`config.mk`:
```
export PLATFORM = sky130hd
export DESIGN_NAME = i2s_transmitter_flat
export DESIGN_NICKNAME = d
export VERILOG_FILES = /design/src/rtl/i2s_transmitter_pkg.sv /design/src/rtl/i2s_transmitter_if.sv /design/src/rtl/i2s_tx_fifo.sv /design/src/rtl/i2s_transmitter.sv /design/src/flat_wrapper.sv
export SDC_FILE = /design/constraint.sdc
export NUM_CORES = 1
export LEC_CHECK = 0
export ABC_AREA = 1
export BUFFER_PORTS_ARGS = -buffer_cell sky130_fd_sc_hd__buf_2
export CAP_MARGIN = 10
export CELL_PAD_IN_SITES_DETAIL_PLACEMENT = 1
export CELL_PAD_IN_SITES_GLOBAL_PLACEMENT = 2
export CORE_MARGIN = 3
export CORE_UTILIZATION = 45
export CTS_BUF_LIST = sky130_fd_sc_hd__clkbuf_4 sky130_fd_sc_hd__clkbuf_8
export CTS_CLUSTER_DIAMETER = 60
export DETAILED_ROUTE_END_ITERATION = 7
export PLACE_DENSITY_LB_ADDON = 0.3
export SYNTH_ARGS = -nofsm -noshare
export SYNTH_HDL_FRONTEND = slang
export SYNTH_SLANG_ARGS = --single-unit
```
`constraint.sdc`:
```
create_clock -name clk -period 8.3 [get_ports clk]
set_clock_uncertainty 0.15 [all_clocks]
set_input_delay 0.415 -clock clk [delete_from_list [all_inputs] [get_ports clk]]
set_output_delay 0.415 -clock clk [all_outputs]
set_load 0.02 [all_outputs]
```
`src/rtl/i2s_transmitter_pkg.sv`:
```
// Shared definitions for the I2S transmit path: default word widths and the
// channel encoding carried on lrclk (shared with the receive side).
package i2s_transmitter_pkg;

  localparam int unsigned DEF_FIFO_DATA_WIDTH    = 16;
  localparam int unsigned DEF_I2S_DATA_BIT_WIDTH = 24;

  // Word-select encoding: lrclk low carries the left channel, high the right.
  typedef enum logic {
    CH_LEFT  = 1'b0,
    CH_RIGHT = 1'b1
  } channel_e;

  // Channel owning a given frame position: the first slot_width bit clocks
  // of a frame are left, the rest are right.
  function automatic channel_e channel_of(input logic [15:0] bit_pos,
                                          input logic [15:0] slot_width);
    return (bit_pos >= slot_width) ? CH_RIGHT : CH_LEFT;
  endfunction

endpackage

```
`src/rtl/i2s_transmitter_if.sv`:
```
// Write-side bus of the I2S transmitter: sample handshake plus FIFO status.
// The upstream writer is the master, the transmitter is the slave.
interface i2s_transmitter_if #(
  parameter int DATA_WIDTH  = 32,
  parameter int LEVEL_WIDTH = 7
);

  logic [DATA_WIDTH-1:0]  wdata;
  logic                   w_enable;
  logic                   w_ready;
  logic                   error_full;
  logic                   error_empty;
  logic [LEVEL_WIDTH-1:0] fifo_level;

  modport master (
    output wdata,
    output w_enable,
    input  w_ready,
    input  error_full,
    input  error_empty,
    input  fifo_level
  );

  modport slave (
    input  wdata,
    input  w_enable,
    output w_ready,
    output error_full,
    output error_empty,
    output fifo_level
  );

endinterface

```
`src/rtl/i2s_tx_fifo.sv`:
```
// Single-clock sample FIFO for the I2S transmitter. Pointers carry one extra
// wrap bit so full and empty are distinguishable; read data is combinational
// from the head entry. Writes while full and reads while empty are ignored.
module i2s_tx_fifo #(
  parameter int DATA_WIDTH = 16,
  parameter int DEPTH      = 64
) (
  input  logic                      clk,
  input  logic                      rst_n,
  input  logic [DATA_WIDTH-1:0]     wdata,
  input  logic                      w_enable,
  input  logic                      r_enable,
  output logic [DATA_WIDTH-1:0]     rdata,
  output logic                      full,
  output logic                      empty,
  output logic [$clog2(DEPTH):0]    level
);

  localparam int AW = $clog2(DEPTH);
  localparam logic [AW:0] PTR_ONE = (AW+1)'(1);

  logic [AW:0]           wptr_q, wptr_d;
  logic [AW:0]           rptr_q, rptr_d;
  logic [DATA_WIDTH-1:0] mem_q [DEPTH];
  logic [DATA_WIDTH-1:0] mem_d [DEPTH];
  logic                  push;
  logic                  pop;

  assign empty = (wptr_q == rptr_q);
  assign full  = (wptr_q[AW] != rptr_q[AW]) && (wptr_q[AW-1:0] == rptr_q[AW-1:0]);
  assign level = wptr_q - rptr_q;
  assign rdata = mem_q[rptr_q[AW-1:0]];
  assign push  = w_enable && !full;
  assign pop   = r_enable && !empty;

  // Next pointer values and storage contents for the accepted push/pop.
  always_comb begin
    wptr_d = wptr_q;
    rptr_d = rptr_q;
    mem_d  = mem_q;
    if (push) begin
      mem_d[wptr_q[AW-1:0]] = wdata;
      wptr_d                = wptr_q + PTR_ONE;
    end
    if (pop) begin
      rptr_d = rptr_q + PTR_ONE;
    end
  end

  // Pointer registers; reset empties the FIFO by aligning both pointers.
  always_ff @(posedge clk) begin
    if (!rst_n) begin
      wptr_q <= '0;
      rptr_q <= '0;
    end else begin
      wptr_q <= wptr_d;
      rptr_q <= rptr_d;
    end
  end

  // Storage array; contents need no reset because the pointers gate access.
  always_ff @(posedge clk) begin
    mem_q <= mem_d;
  end

endmodule

```
`src/rtl/i2s_transmitter.sv`:
```
// Single-lane I2S master transmitter. Buffers PCM words in a local FIFO,
// divides clk down to bclk, and shifts each word MSB-first into its channel
// slot one bclk after the lrclk edge. All pin outputs are registered and
// sdata/lrclk only move on bclk falls so the receiver samples on rises.
module i2s_transmitter
  import i2s_transmitter_pkg::*;
#(
  parameter int C_S_AXIS_TDATA_WIDTH = 32,
  parameter int FIFO_DATA_WIDTH      = DEF_FIFO_DATA_WIDTH,
  parameter int I2S_DATA_BIT_WIDTH   = DEF_I2S_DATA_BIT_WIDTH,
  parameter int SLOT_WIDTH           = 32,
  parameter int FIFO_DEPTH           = 64,
  parameter int BCLK_HALF            = 8
) (
  input  logic         clk,
  input  logic         rst_n,
  i2s_transmitter_if.slave wr,
  output logic         bclk,
  output logic         lrclk,
  output logic         sdata
);

  localparam int LEVEL_W = $clog2(FIFO_DEPTH) + 1;
  localparam int DIV_W   = $clog2(BCLK_HALF);
  localparam int CNT_W   = $clog2(2 * SLOT_WIDTH);
  localparam int PAD_W   = I2S_DATA_BIT_WIDTH - FIFO_DATA_WIDTH;

  localparam logic [DIV_W-1:0] DIV_LAST  = DIV_W'(BCLK_HALF - 1);
  localparam logic [DIV_W-1:0] DIV_ONE   = DIV_W'(1);
  localparam logic [CNT_W-1:0] CNT_LAST  = CNT_W'(2 * SLOT_WIDTH - 1);
  localparam logic [CNT_W-1:0] CNT_ONE   = CNT_W'(1);
  localparam logic [CNT_W-1:0] CNT_SLOT  = CNT_W'(SLOT_WIDTH);
  localparam logic [CNT_W-1:0] CNT_DBITS = CNT_W'(I2S_DATA_BIT_WIDTH);

  logic [DIV_W-1:0]              div_cnt_q, div_cnt_d;
  logic                          bclk_q, bclk_d;
  logic                          lrclk_q, lrclk_d;
  logic                          sdata_q, sdata_d;
  logic [CNT_W-1:0]              bit_cnt_q, bit_cnt_d;
  logic [I2S_DATA_BIT_WIDTH-1:0] sample_q, sample_d;
  logic                          error_full_q, error_full_d;
  logic                          error_empty_q, error_empty_d;

  logic                          div_term;
  logic                          fall;
  logic [CNT_W-1:0]              bit_cnt_next;
  logic [CNT_W-1:0]              slot_bit;
  logic [I2S_DATA_BIT_WIDTH-1:0] shifted;
  channel_e                      next_channel;

  logic [FIFO_DATA_WIDTH-1:0]    fifo_rdata;
  logic                          fifo_full;
  logic                          fifo_empty;
  logic                          fifo_pop;
  logic [LEVEL_W-1:0]            fifo_level;
  logic                          unused_wdata_hi;

  assign unused_wdata_hi = ^wr.wdata[C_S_AXIS_TDATA_WIDTH-1:FIFO_DATA_WIDTH];

  i2s_tx_fifo #(
    .DATA_WIDTH (FIFO_DATA_WIDTH),
    .DEPTH      (FIFO_DEPTH)
  ) u_fifo (
    .clk      (clk),
    .rst_n    (rst_n),
    .wdata    (wr.wdata[FIFO_DATA_WIDTH-1:0]),
    .w_enable (wr.w_enable && !fifo_full),
    .r_enable (fifo_pop),
    .rdata    (fifo_rdata),
    .full     (fifo_full),
    .empty    (fifo_empty),
    .level    (fifo_level)
  );

  assign div_term = (div_cnt_q == DIV_LAST);
  assign fall     = div_term && bclk_q;

  // Free-running bclk divider: toggle bclk each time div_cnt reaches its top.
  always_comb begin
    div_cnt_d = div_cnt_q + DIV_ONE;
    bclk_d    = bclk_q;
    if (div_term) begin
      div_cnt_d = '0;
      bclk_d    = ~bclk_q;
    end
  end

  // Frame position, channel select, slot-start pop and serial bit on each fall.
  always_comb begin
    bit_cnt_d     = bit_cnt_q;
    lrclk_d       = lrclk_q;
    sdata_d       = sdata_q;
    sample_d      = sample_q;
    error_empty_d = error_empty_q;
    error_full_d  = error_full_q | (wr.w_enable && fifo_full);
    fifo_pop      = 1'b0;

    bit_cnt_next  = (bit_cnt_q == CNT_LAST) ? '0 : (bit_cnt_q + CNT_ONE);
    next_channel  = channel_of(16'(bit_cnt_next), 16'(SLOT_WIDTH));
    slot_bit      = (next_channel == CH_RIGHT) ? (bit_cnt_next - CNT_SLOT) : bit_cnt_next;
    shifted       = sample_q >> (CNT_DBITS - slot_bit);

    if (fall) begin
      bit_cnt_d = bit_cnt_next;
      lrclk_d   = next_channel;
      if (slot_bit == '0) begin
        if (fifo_empty) begin
          sample_d      = '0;
          error_empty_d = 1'b1;
        end else begin
          sample_d = {fifo_rdata, {PAD_W{1'b0}}};
          fifo_pop = 1'b1;
        end
      end
      if ((slot_bit >= CNT_ONE) && (slot_bit <= CNT_DBITS)) begin
        sdata_d = shifted[0];
      end else begin
        sdata_d = 1'b0;
      end
    end
  end

  // State registers; reset parks the frame counter so the first fall opens the left slot.
  always_ff @(posedge clk) begin
    if (!rst_n) begin
      div_cnt_q     <= '0;
      bclk_q        <= 1'b0;
      lrclk_q       <= 1'b0;
      sdata_q       <= 1'b0;
      bit_cnt_q     <= CNT_LAST;
      sample_q      <= '0;
      error_full_q  <= 1'b0;
      error_empty_q <= 1'b0;
    end else begin
      div_cnt_q     <= div_cnt_d;
      bclk_q        <= bclk_d;
      lrclk_q       <= lrclk_d;
      sdata_q       <= sdata_d;
      bit_cnt_q     <= bit_cnt_d;
      sample_q      <= sample_d;
      error_full_q  <= error_full_d;
      error_empty_q <= error_empty_d;
    end
  end

  assign bclk           = bclk_q;
  assign lrclk          = lrclk_q;
  assign sdata          = sdata_q;
  assign wr.w_ready     = ~fifo_full;
  assign wr.error_full  = error_full_q;
  assign wr.error_empty = error_empty_q;
  assign wr.fifo_level  = fifo_level;

endmodule

```
`src/flat_wrapper.sv`:
```
// flat-port wrapper written by rule: the top's interface ports become plain ports
module i2s_transmitter_flat import i2s_transmitter_pkg::*;
#(
  parameter int C_S_AXIS_TDATA_WIDTH = 32,
  parameter int FIFO_DATA_WIDTH      = DEF_FIFO_DATA_WIDTH,
  parameter int I2S_DATA_BIT_WIDTH   = DEF_I2S_DATA_BIT_WIDTH,
  parameter int SLOT_WIDTH           = 32,
  parameter int FIFO_DEPTH           = 64,
  parameter int BCLK_HALF            = 8
)
  (clk, rst_n, bclk, lrclk, sdata, wr_wdata, wr_w_enable, wr_w_ready, wr_error_full, wr_error_empty, wr_fifo_level);
  i2s_transmitter_if #(.DATA_WIDTH(32), .LEVEL_WIDTH(7)) wr_i ();
  input  logic clk;
  input  logic rst_n;
  output logic bclk;
  output logic lrclk;
  output logic sdata;
  input wire logic [$bits(wr_i.wdata)-1:0] wr_wdata;
  input wire logic [$bits(wr_i.w_enable)-1:0] wr_w_enable;
  output wire logic [$bits(wr_i.w_ready)-1:0] wr_w_ready;
  output wire logic [$bits(wr_i.error_full)-1:0] wr_error_full;
  output wire logic [$bits(wr_i.error_empty)-1:0] wr_error_empty;
  output wire logic [$bits(wr_i.fifo_level)-1:0] wr_fifo_level;
  assign wr_i.wdata = wr_wdata;
  assign wr_i.w_enable = wr_w_enable;
  assign wr_w_ready = wr_i.w_ready;
  assign wr_error_full = wr_i.error_full;
  assign wr_error_empty = wr_i.error_empty;
  assign wr_fifo_level = wr_i.fifo_level;
  i2s_transmitter #(.C_S_AXIS_TDATA_WIDTH(C_S_AXIS_TDATA_WIDTH), .FIFO_DATA_WIDTH(FIFO_DATA_WIDTH), .I2S_DATA_BIT_WIDTH(I2S_DATA_BIT_WIDTH), .SLOT_WIDTH(SLOT_WIDTH), .FIFO_DEPTH(FIFO_DEPTH), .BCLK_HALF(BCLK_HALF)) u_core (.clk(clk), .rst_n(rst_n), .wr(wr_i), .bclk(bclk), .lrclk(lrclk), .sdata(sdata));
endmodule
```
# Word-level counts from Yosys, hierarchy flattened
# Cells that the tools add are included.
[classes]
n_addsub = 7
order_cmp = 6
n_eq_ne = 5
n_shift = 1
muxes = 14
bitwise = 6
reduce_logical = 14
[ops]
columns = ["operator", "count"]
rows = [
  ["bitwise mux 1024 bit", 1],
  ["binary-select mux 16 bit (select 6 bit)", 1],
  ["demux 16 bit (select 6 bit)", 1],
  ["2-to-1 mux 16 bit", 3],
  ["2-to-1 mux 24 bit", 1],
  ["right shift 24 x 6 -> 1 bit", 1],
  ["adder 7 x 1 -> 7 bit (second input constant)", 2],
  ["greater-or-equal comparator 7 bit (second input constant)", 2],
  ["inverter 6 -> 7 bit", 2],
  ["2-to-1 mux 6 bit", 2],
  ["logical AND 1 bit", 8],
  ["== test 7 bit", 1],
  ["less-than comparator 7 x 1 -> 1 bit (second input constant)", 1],
  ["subtractor 7 bit", 1],
  ["adder 6 x 1 -> 6 bit (second input constant)", 1],
  ["== test 6 bit", 1],
  ["== test 6 bit (second input constant)", 1],
  ["greater-or-equal comparator 6 x 1 -> 1 bit (second input constant)", 1],
  ["greater-or-equal comparator 6 bit (second input constant)", 1],
  ["less-or-equal comparator 6 x 5 -> 1 bit (second input constant)", 1],
  ["logical NOT 6 bit", 1],
  ["subtractor 5 x 6 -> 6 bit (first input constant)", 1],
  ["subtractor 6 bit (second input constant)", 1],
  ["2-to-1 mux 1 bit", 5],
  ["9 further kinds", 12],
]
[word_totals]
reg_bits = 1076
inputBits = 35
out_inout_bits = 13
elab_cells = 127

# Longest topological paths before layout
# Gate-level depths: netlist of run 1.
[depth]
word_depth = 9
ltp_mapped = 17
ltp_nobuf = 14

# Hierarchy
# Synthesis of run 1 repeated with hierarchy kept, for this count alone.
[hier_totals]
hier_cells = 4429
area_unflattened_um2 = 45785.2
[by_module_without_submodules]
columns = ["module", "n_inst", "cells_each", "area_per_inst_um2", "seq_area_each_um2"]
rows = [
  ["i2s_tx_fifo", 1, 4210, 44207.4, 31029.8],
  ["i2s_transmitter", 1, 219, 1577.8, 600.6],
]

# Worst setup path after synthesis of run 1
# Ideal clock, no wire load.
[synth_timing]
path_kind = "register to register"
from = "register u_core.u_fifo.rptr_q[3]"
to = "register u_core.u_fifo.mem_q[1000] (netlist bit), enable pin"
setup_ns = 0.389
arrival_time_ns = 2.952
required_ns = 7.761
slack_ns = 4.809
stages_incl_launch_ff = 12
n_path_buf = 2
period_less_slack_ns = 3.491
cell_sequence = "dfxtp_1 -> inv_2 -> clkbuf_1 -> buf_1 -> ha_1 -> nand4_1 -> nor2_1 -> nand2_1 -> nand2_1 -> nor2_2 -> nand3_1 -> nor2_1"
[synth_via]
elab_chain_len = 5
[synth_rtl]
columns = ["element", "line", "rtl"]
rows = [
  ["start: declaration", "i2s_tx_fifo.sv:23", "logic [AW:0] rptr_q, rptr_d;"],
  ["start signal: assignment", "i2s_tx_fifo.sv:57", "rptr_q <= rptr_d;"],
  ["== test 6 bit *", "i2s_tx_fifo.sv:30", "assign full = (wptr_q[AW] != rptr_q[AW]) && (wptr_q[AW-1:0] == rptr_q[AW-1:0]);"],
  ["logical AND 1 bit *", "i2s_tx_fifo.sv:30", ""],
  ["logical NOT 1 bit *", "i2s_tx_fifo.sv:33, i2s_transmitter.sv:67", ""],
  ["logical AND 1 bit", "i2s_transmitter.sv:67", ".w_enable (wr.w_enable && !fifo_full),"],
  ["logical AND 1 bit *", "i2s_tx_fifo.sv:33", "assign push = w_enable && !full;"],
  ["end signal: assignment", "i2s_tx_fifo.sv:63", "mem_q <= mem_d;"],
  ["end: declaration", "i2s_tx_fifo.sv:24", "logic [DATA_WIDTH-1:0] mem_q [DEPTH];"],
]
# Every way passes the cells marked *; elsewhere a longest branch is shown, timed or not.
# A chain may end at the register's enable or synchronous reset.

# Worst setup path after layout of run 1
[layout_timing]
from = "register u_core.u_fifo.rptr_q[1]"
to = "register u_core.u_fifo.mem_q[580] (netlist bit), enable pin"
# Same word-level chain as after synthesis.

==> reports/metrics.yaml, run 1 <==
outcome: "finished clean"
synth.net_count: 4119
postSynthCellCount: 4071
finalWirelength_mm: 131
routabilityCongestion: 0.796
buffer_depth_of_the_longest_clock_path: 3
synth.lib_cells_used.distinct: 40
synthXorXnorAreaFrac_pct: 0.249
post_cts_resize_count: 0
setup_repair_after_global_routing_missed_its_margin: "no"
detailed_placement_wirelength_estimate_mm: 70.5
critical_path_arrival_ns: 5.21
drt_pass1_iterations: 5
critical_path_required_ns: 8.71
top_level_ports: 48
slew-limit-headroom_pct: 15.5
post-place-cells: 5274
detail_route.iter0.violations: 3016
most_frequent_standard_cell_in_the_layout_excluding_fill_and_tap_cells: "edfxtp_1"
antenna_violations_before_repair: 5
synth-main-ff-cell: "edfxtp_1"
synth_compound_gate_area_share_pct: 4.98
grt_first_pass_wirelength_mm: 194
layout_common_cells: "edfxtp_1, nand2_1, nor2_1"
synth_top_cell_by_area: "edfxtp_1"
p_leak_nw: 18.8
synth_edf_count: 1024
design.final.nets: 4222
grt.busiest_layer: "met2"
vdd.ir_drop.worst_uv: 163
fin_setup_tns_ns: 0
global_route.usage.met1_pct: 33.4
port-buffer-count: 31
drive_above_1_share_pct: 10.4
die_w_um: 321
clock_insertion_delay_worst_skew_ns: 0.87
via_count_of_the_first_global_routing_pass: 31459
vias_per_cell: 5.44
grt-ovfl-total: 0
hold_path_class: "primary input to register"
totalPowerFinal_mw: 10.7
die_area_mm2: 0.103
mappedNetlistArea_mm2: 0.0448
drv_cap: 0
h-tree-depth: 4
final_std_cells_w_o_fill: 5612
synth_sequential_area_ratio_pct: 70.7
synth-warning-count: 0
ant_nets: 0
power-per-cell-area_mw_per_mm2: 215
path_max_fanout: 102
global_route.usage.met3_pct: 4.03
fp.coreArea_mm2: 0.0986
clkSlewWorstSetupHoldPaths_ns: 0.06
report.final.slew_viol_count: 0
cts_num_sinks: 1068
timing.setup.critical_path_class: "register to register"
grt_max_degree: 176
synthSimpleGateAreaFrac_pct: 18.4
final_count_of_negative_setup_slack_endpoints: 0
clock_root_buffer: "clkbuf_8"
final_min_period_over_clock_period_pct: 57.8
placementRows: 115
globalRouteTotalUtil_pct: 25.2
syn_area_per_cell_um2: 11.0
flow.area_growth_from_synthesis_pct: 10.9
floorplan.initialDensity_pct: 45.4
die_y_um: 321
gr-usage-met2_pct: 41.7
cts_tree: "built"
timing.critical_path.to_type: "register"
cts_made_buffers: 182
fin_crit_ns: 4.79
tightest_slew_ns: 1.27
drt_drc_violations_left: 0
hold_violations: 0
postSynthRegisterBits: 1068
synth_fa_ha_area_share_pct: 0.380
ys_top_cells_by_area: "edfxtp_1, nand2_1, nor2_1, nand3_1, inv_1"
setup_crit_start_kind: "register"
multiplexer_area_fraction_after_synthesis_pct: 0
fmax_ghz: 0.209
route.detailed.wl_per_inst_um: 23.3
dominant_combinational_cell_family_by_area_after_synthesis: "simple AND/OR/NAND/NOR gates"
synth.top_cell.area_share_pct: 68.7
synthArstFlopShare_pct: 0
num_vias: 30537
layout make-up:
cell class | count | area [µm²]
Inverter | 308 | 1170
Multi-Input combinational cell | 2476 | 10800
Fill cell | 10558 | 48900
Antenna cell | 4 | 10.0
Timing Repair Buffer | 138 | 1020
Clock inverter | 85 | 443
Tap cell | 1287 | 1610
Clock buffer | 246 | 3000
Sequential cell | 1068 | 31600
stage by stage:
stage / worst slack (ns) / cell area, µm² / hold WS [ns] / utilization (%)
finish: 3.51 / 49700 / 0.0567 / 50.4
global route: 3.34 / 49600 / 0.0579 / 50.4
global placement: 3.62 / 46200 / 0.260 / 46.8
floorplan: 4.81 / 44800 / 0.247 / -
CTS: 3.46 / 49600 / 0.00722 / 50.4
detailed placement: 3.52 / 46200 / 0.268 / 46.8
cell usage after synthesis, drive strengths merged, types with 4 or more instances:
cell and n:
a21oi 76, a22oi 4, buf 155, clkbuf 64, dfxtp 44, edfxtp 1024
ha 12, inv 307, nand2 1006, nand3 398, nand4 7, nor2 596
nor3 5, o211ai 29, o21ai 291, o22ai 13, or2 17, xor2 8
sequential cells by signal, summed over array words and instances (netlist names):
| name | count |
|---|---|
| u_core.bclk | 1 |
| u_core.u_fifo.rptr_q | 7 |
| u_core.sdata | 1 |
| u_core.bit_cnt_q | 6 |
| u_core.u_fifo.wptr_q | 7 |
| u_core.u_fifo.mem_q | 1024 |
| u_core.wr.error_full | 1 |
| u_core.lrclk | 1 |
| u_core.sample_q | 16 |
| u_core.div_cnt_q | 3 |
| u_core.wr.error_empty | 1 |
path summary, 6_finish.rpt:
path                                         startpoint                        to  slack (ns)  cells past startpoint
worst max-delay path            u_core.u_fifo.rptr_q[1]  u_core.u_fifo.mem_q[580]        3.51                     10
worst min-delay path                        wr_wdata[4]   u_core.u_fifo.mem_q[36]        0.06                      2
worst max register to register  u_core.u_fifo.rptr_q[1]  u_core.u_fifo.mem_q[580]        3.51                     10
worst min register to register      u_core.div_cnt_q[0]       u_core.div_cnt_q[0]        0.28                      1
routing by layer:
metal  part of all wire, %  routed length [µm]
met2                    49               63400
met1                    43               56100
met3                   4.8                6240
met4                   3.7                4800
met5                     0                   0
power breakdown:
part           switching (mW)  internal, mW  total, mW  leakage [nW]
Clock                    2.16          2.38       4.54          1.82
Sequential            0.00518          5.92       5.93          9.57
Combinational           0.161        0.0280      0.189          7.42
kinds of logic (layout without fill, tap and decap cells):
group,count (synthesis),count (layout)
AO/OA/AOI/OAI,419,419
XOR/XNOR,11,11
adder cells (fa/ha/maj),13,13
buffers and inverters,527,777
flip-flops,1068,1068
other,0,4
AND/OR/NAND/NOR,2033,2033
repair_timing:
| item | in CTS | in global routing |
|---|---|---|
| hold buffers | 3 | 0 |
| setup buffers | 0 | 0 |
| hold endpoints to repair | 35 | 0 |
critical path, cell delays in order, from the launching register on:
cell and delay, ns:
dfxtp_4 0.78, inv_8 0.40, ha_1 0.46, nand4_1 0.11
nor2_1 0.07, nand2_1 0.08, nand2_1 0.19, nor2_2 0.28
nand3_1 0.55, nor2_1 0.94, buf_4 0.33
(Power assumes the default switching activity.)
==> inputs of run 2 (changes only) <==
--- a/config.mk
+++ b/config.mk
@@ -5,7 +5,7 @@
 export SDC_FILE = /design/constraint.sdc
 export NUM_CORES = 1
 export LEC_CHECK = 0
-export ABC_AREA = 1
+export ABC_AREA = 0
 export BUFFER_PORTS_ARGS = -buffer_cell sky130_fd_sc_hd__buf_2
 export CAP_MARGIN = 10
 export CELL_PAD_IN_SITES_DETAIL_PLACEMENT = 1
==> constraint.sdc (replaced) <==
create_clock -name clk -period 4.75 [get_ports clk]
set_clock_uncertainty 0.15 [all_clocks]
set_input_delay 0.2375 -clock clk [delete_from_list [all_inputs] [get_ports clk]]
set_output_delay 0.2375 -clock clk [all_outputs]
set_load 0.02 [all_outputs]
==> run 2 against run 1 <==
Compared with the run above: combinational power up 78%; first-iteration DRC count down 20%; sequential power up 75%; synthesized area down 6.1%; synthesized cell count down 48%; critical path type is now register to primary output; critical endpoint is now wr_fifo_level[6]; register-to-register slack worse by 2.6 ns.
==> reports/metrics.yaml, run 2 <==
synth_top_cell_by_area: "edfxtp_1"
hold_path_class: "primary input to register"
design.final.nets: 2394
routabilityCongestion: 0.855
fin_setup_tns_ns: 0
die_y_um: 312
synth-main-ff-cell: "edfxtp_1"
synth.top_cells.by_count: "edfxtp_1, mux4_2, mux2i_1, nor2_1, nand2_1"
synthMostInstantiatedCell: "edfxtp_1"
clkSlewWorstSetupHoldPaths_ns: 0.05
floorplan.initialDensity_pct: 45.6
die_area_mm2: 0.0971
num_vias: 21930
postSynthCellCount: 2109
drv_cap: 0
fillCellCount: 8294
globalRouteTotalUtil_pct: 23.4
synth_fa_ha_area_share_pct: 0.405
final_count_of_negative_setup_slack_endpoints: 0
vdd.ir_drop.worst_uv: 196
antenna_violations_before_repair: 3
layout_common_cells: "edfxtp_1, mux4_2, clkbuf_8"
h-tree-depth: 4
synthSimpleGateAreaFrac_pct: 3.23
cts_made_buffers: 169
synth_edf_count: 1024
flow.area_growth_from_synthesis_pct: 13.1
route.detailed.wl_per_inst_um: 30.6
synth.net_count: 2157
grt-ovfl-total: 0
synthXorXnorAreaFrac_pct: 0.396
largest_registers: "u_core.u_fifo.mem_q: 1024 flops, u_core.sample_q: 16 flops"
largest_reg_flops: 1024
timing.critical_path.to_type: "primary output"
report.final.slew_viol_count: 0
synth_compound_gate_area_share_pct: 4.01
registers.top_by_ff_count: "u_core.u_fifo.mem_q"
synth.top_cell.area_share_pct: 73.2
grt_first_pass_wirelength_mm: 163
timing.setup.critical_path_class: "register to primary output"
clock_insertion_delay_worst_skew_ns: 0.82
fmax_ghz: 0.244
synth.lib_cells_used.distinct: 69
critical_path_arrival_ns: 3.70
cts_tree: "built"
hold_violations: 0
placementRows: 111
finalWirelength_mm: 114
port-buffer-count: 31
fp.coreArea_mm2: 0.0921
post_cts_resize_count: 0
multiplexer_area_fraction_after_synthesis_pct: 14.7
final_min_period_over_clock_period_pct: 86.1
tightest_slew_ns: 1.30
drt_drc_violations_left: 0
detailed_placement_wirelength_estimate_mm: 67.5
slew-limit-headroom_pct: 13.4
critical_path_required_ns: 4.36
ant_nets: 0
dominant_combinational_cell_family_by_area_after_synthesis: "multiplexers"
path_max_fanout: 45
final_design_utilization_pct: 51.6
detail_route.iter0.violations: 2416
power-per-cell-area_mw_per_mm2: 382
mappedNetlistArea_mm2: 0.0420
synth_sequential_area_ratio_pct: 75.3
setup_repair_after_global_routing_missed_its_margin: "no"
fin_crit_ns: 4.09
cts_num_sinks: 1068
via_count_of_the_first_global_routing_pass: 23062
most_frequent_standard_cell_in_the_layout_excluding_fill_and_tap_cells: "edfxtp_1"
top_level_ports: 48
drt_pass1_iterations: 5
postSynthRegisterBits: 1068
vias_per_cell: 5.90
outcome: "finished clean"
synthArstFlopShare_pct: 0
syn_area_per_cell_um2: 19.9
drive_above_1_share_pct: 27.0
buffer_depth_of_the_longest_clock_path: 3
totalPowerFinal_mw: 18.2
grt_max_degree: 82
synth-warning-count: 0
clock_root_buffer: "clkbuf_8"
die_w_um: 312
ys_top_cells_by_area: "edfxtp_1, mux4_2, mux2i_1, dfxtp_1, nor2_1"
p_leak_nw: 14.8
setup_crit_start_kind: "register"
-- run 2: cell types whose count changed after synthesis, sizes merged, moves of 18 or more --
cell    previous run  this run
buf              155        84
a211oi             0        19
clkbuf            64        38
mux4               0       214
o22ai             13        34
o211ai            29         3
o21ai            291        21
inv              307        16
nand2           1006        72
a22oi              4        22
nand3            398        27
mux2i              0       117
a21oi             76        39
nor2             596       107
-- run 2: metrics by stage --
| stage | cells | hold slack (ns) | worst slack, ns | area, µm² |
|---|---|---|---|---|
| after floorplan | 2109 | 0.186 | 0.788 | 42000 |
| after global placement | 3399 | 0.262 | 1.05 | 44100 |
| after detailed placement | 3399 | 0.274 | 0.944 | 44100 |
| after CTS | 3714 | 0.0170 | 0.582 | 47500 |
| after global routing | 3718 | 0.0563 | 0.394 | 47500 |
| final | 3718 | 0.0808 | 0.659 | 47500 |
-- run 2: layer usage --
metal | up-vias | track usage (%) | wire length, µm
met1 | 11650 | 32.4 | 47400
met2 | 887 | 36.2 | 53200
met3 | 177 | 6.82 | 10000
met4 | 0 | 7.39 | 3020
met5 | - | 0 | 0
li1 | 9216 | - | -
-- run 2: worst max-delay path, cell delays in order (launching register included) --
cell	delay [ns]
dfxtp_4	1.09
ha_1	0.35
fa_1	0.22
inv_1	0.05
a21o_1	0.16
a21oi_1	0.27
o21bai_1	0.11
a21oi_1	0.19
xor2_1	0.24
buf_2	0.21
-- run 2: what timing repair did --
action | CTS | global route
setup buffers | 0 | 0
hold buffers | 16 | 1
hold endpoints to repair | 784 | 64
-- run 2: final cells by class --
class	count	area, µm²	share of cell area [%]
Antenna cell	1	2.50	0.00527
Clock buffer	230	2790	5.87
Clock inverter	69	402	0.845
Inverter	19	71.3	0.150
Multi-Input combinational cell	900	9590	20.2
Sequential cell	1068	31600	66.6
Tap cell	1243	1560	3.27
Timing Repair Buffer	188	1460	3.08
-- run 2: path summary, 6_finish.rpt --
check / start / endpoint / slack [ns] / depth (start not counted)
worst max-delay path: u_core.u_fifo.rptr_q[0] / wr_fifo_level[6] / 0.66 / 9
worst min-delay path: wr_wdata[13] / u_core.u_fifo.mem_q[845] / 0.08 / 2
worst max register to register: u_core.u_fifo.rptr_q[2] / u_core.u_fifo.mem_q[728] / 0.88 / 10
worst min register to register: u_core.div_cnt_q[0] / u_core.div_cnt_q[0] / 0.28 / 1
-- run 2: cells by family after synthesis --
family          after synthesis
compound gates              236
mux                         345
buf+inv                     141
xor+xnor                     19
simple gates                287
fa+ha+maj                    13
flops                      1068
-- run 2: power breakdown --
group / total, mW / switching, mW / internal, mW
combinational: 0.336 / 0.268 / 0.0687
sequential: 10.4 / 0.00993 / 10.3
clock: 7.48 / 3.56 / 3.92
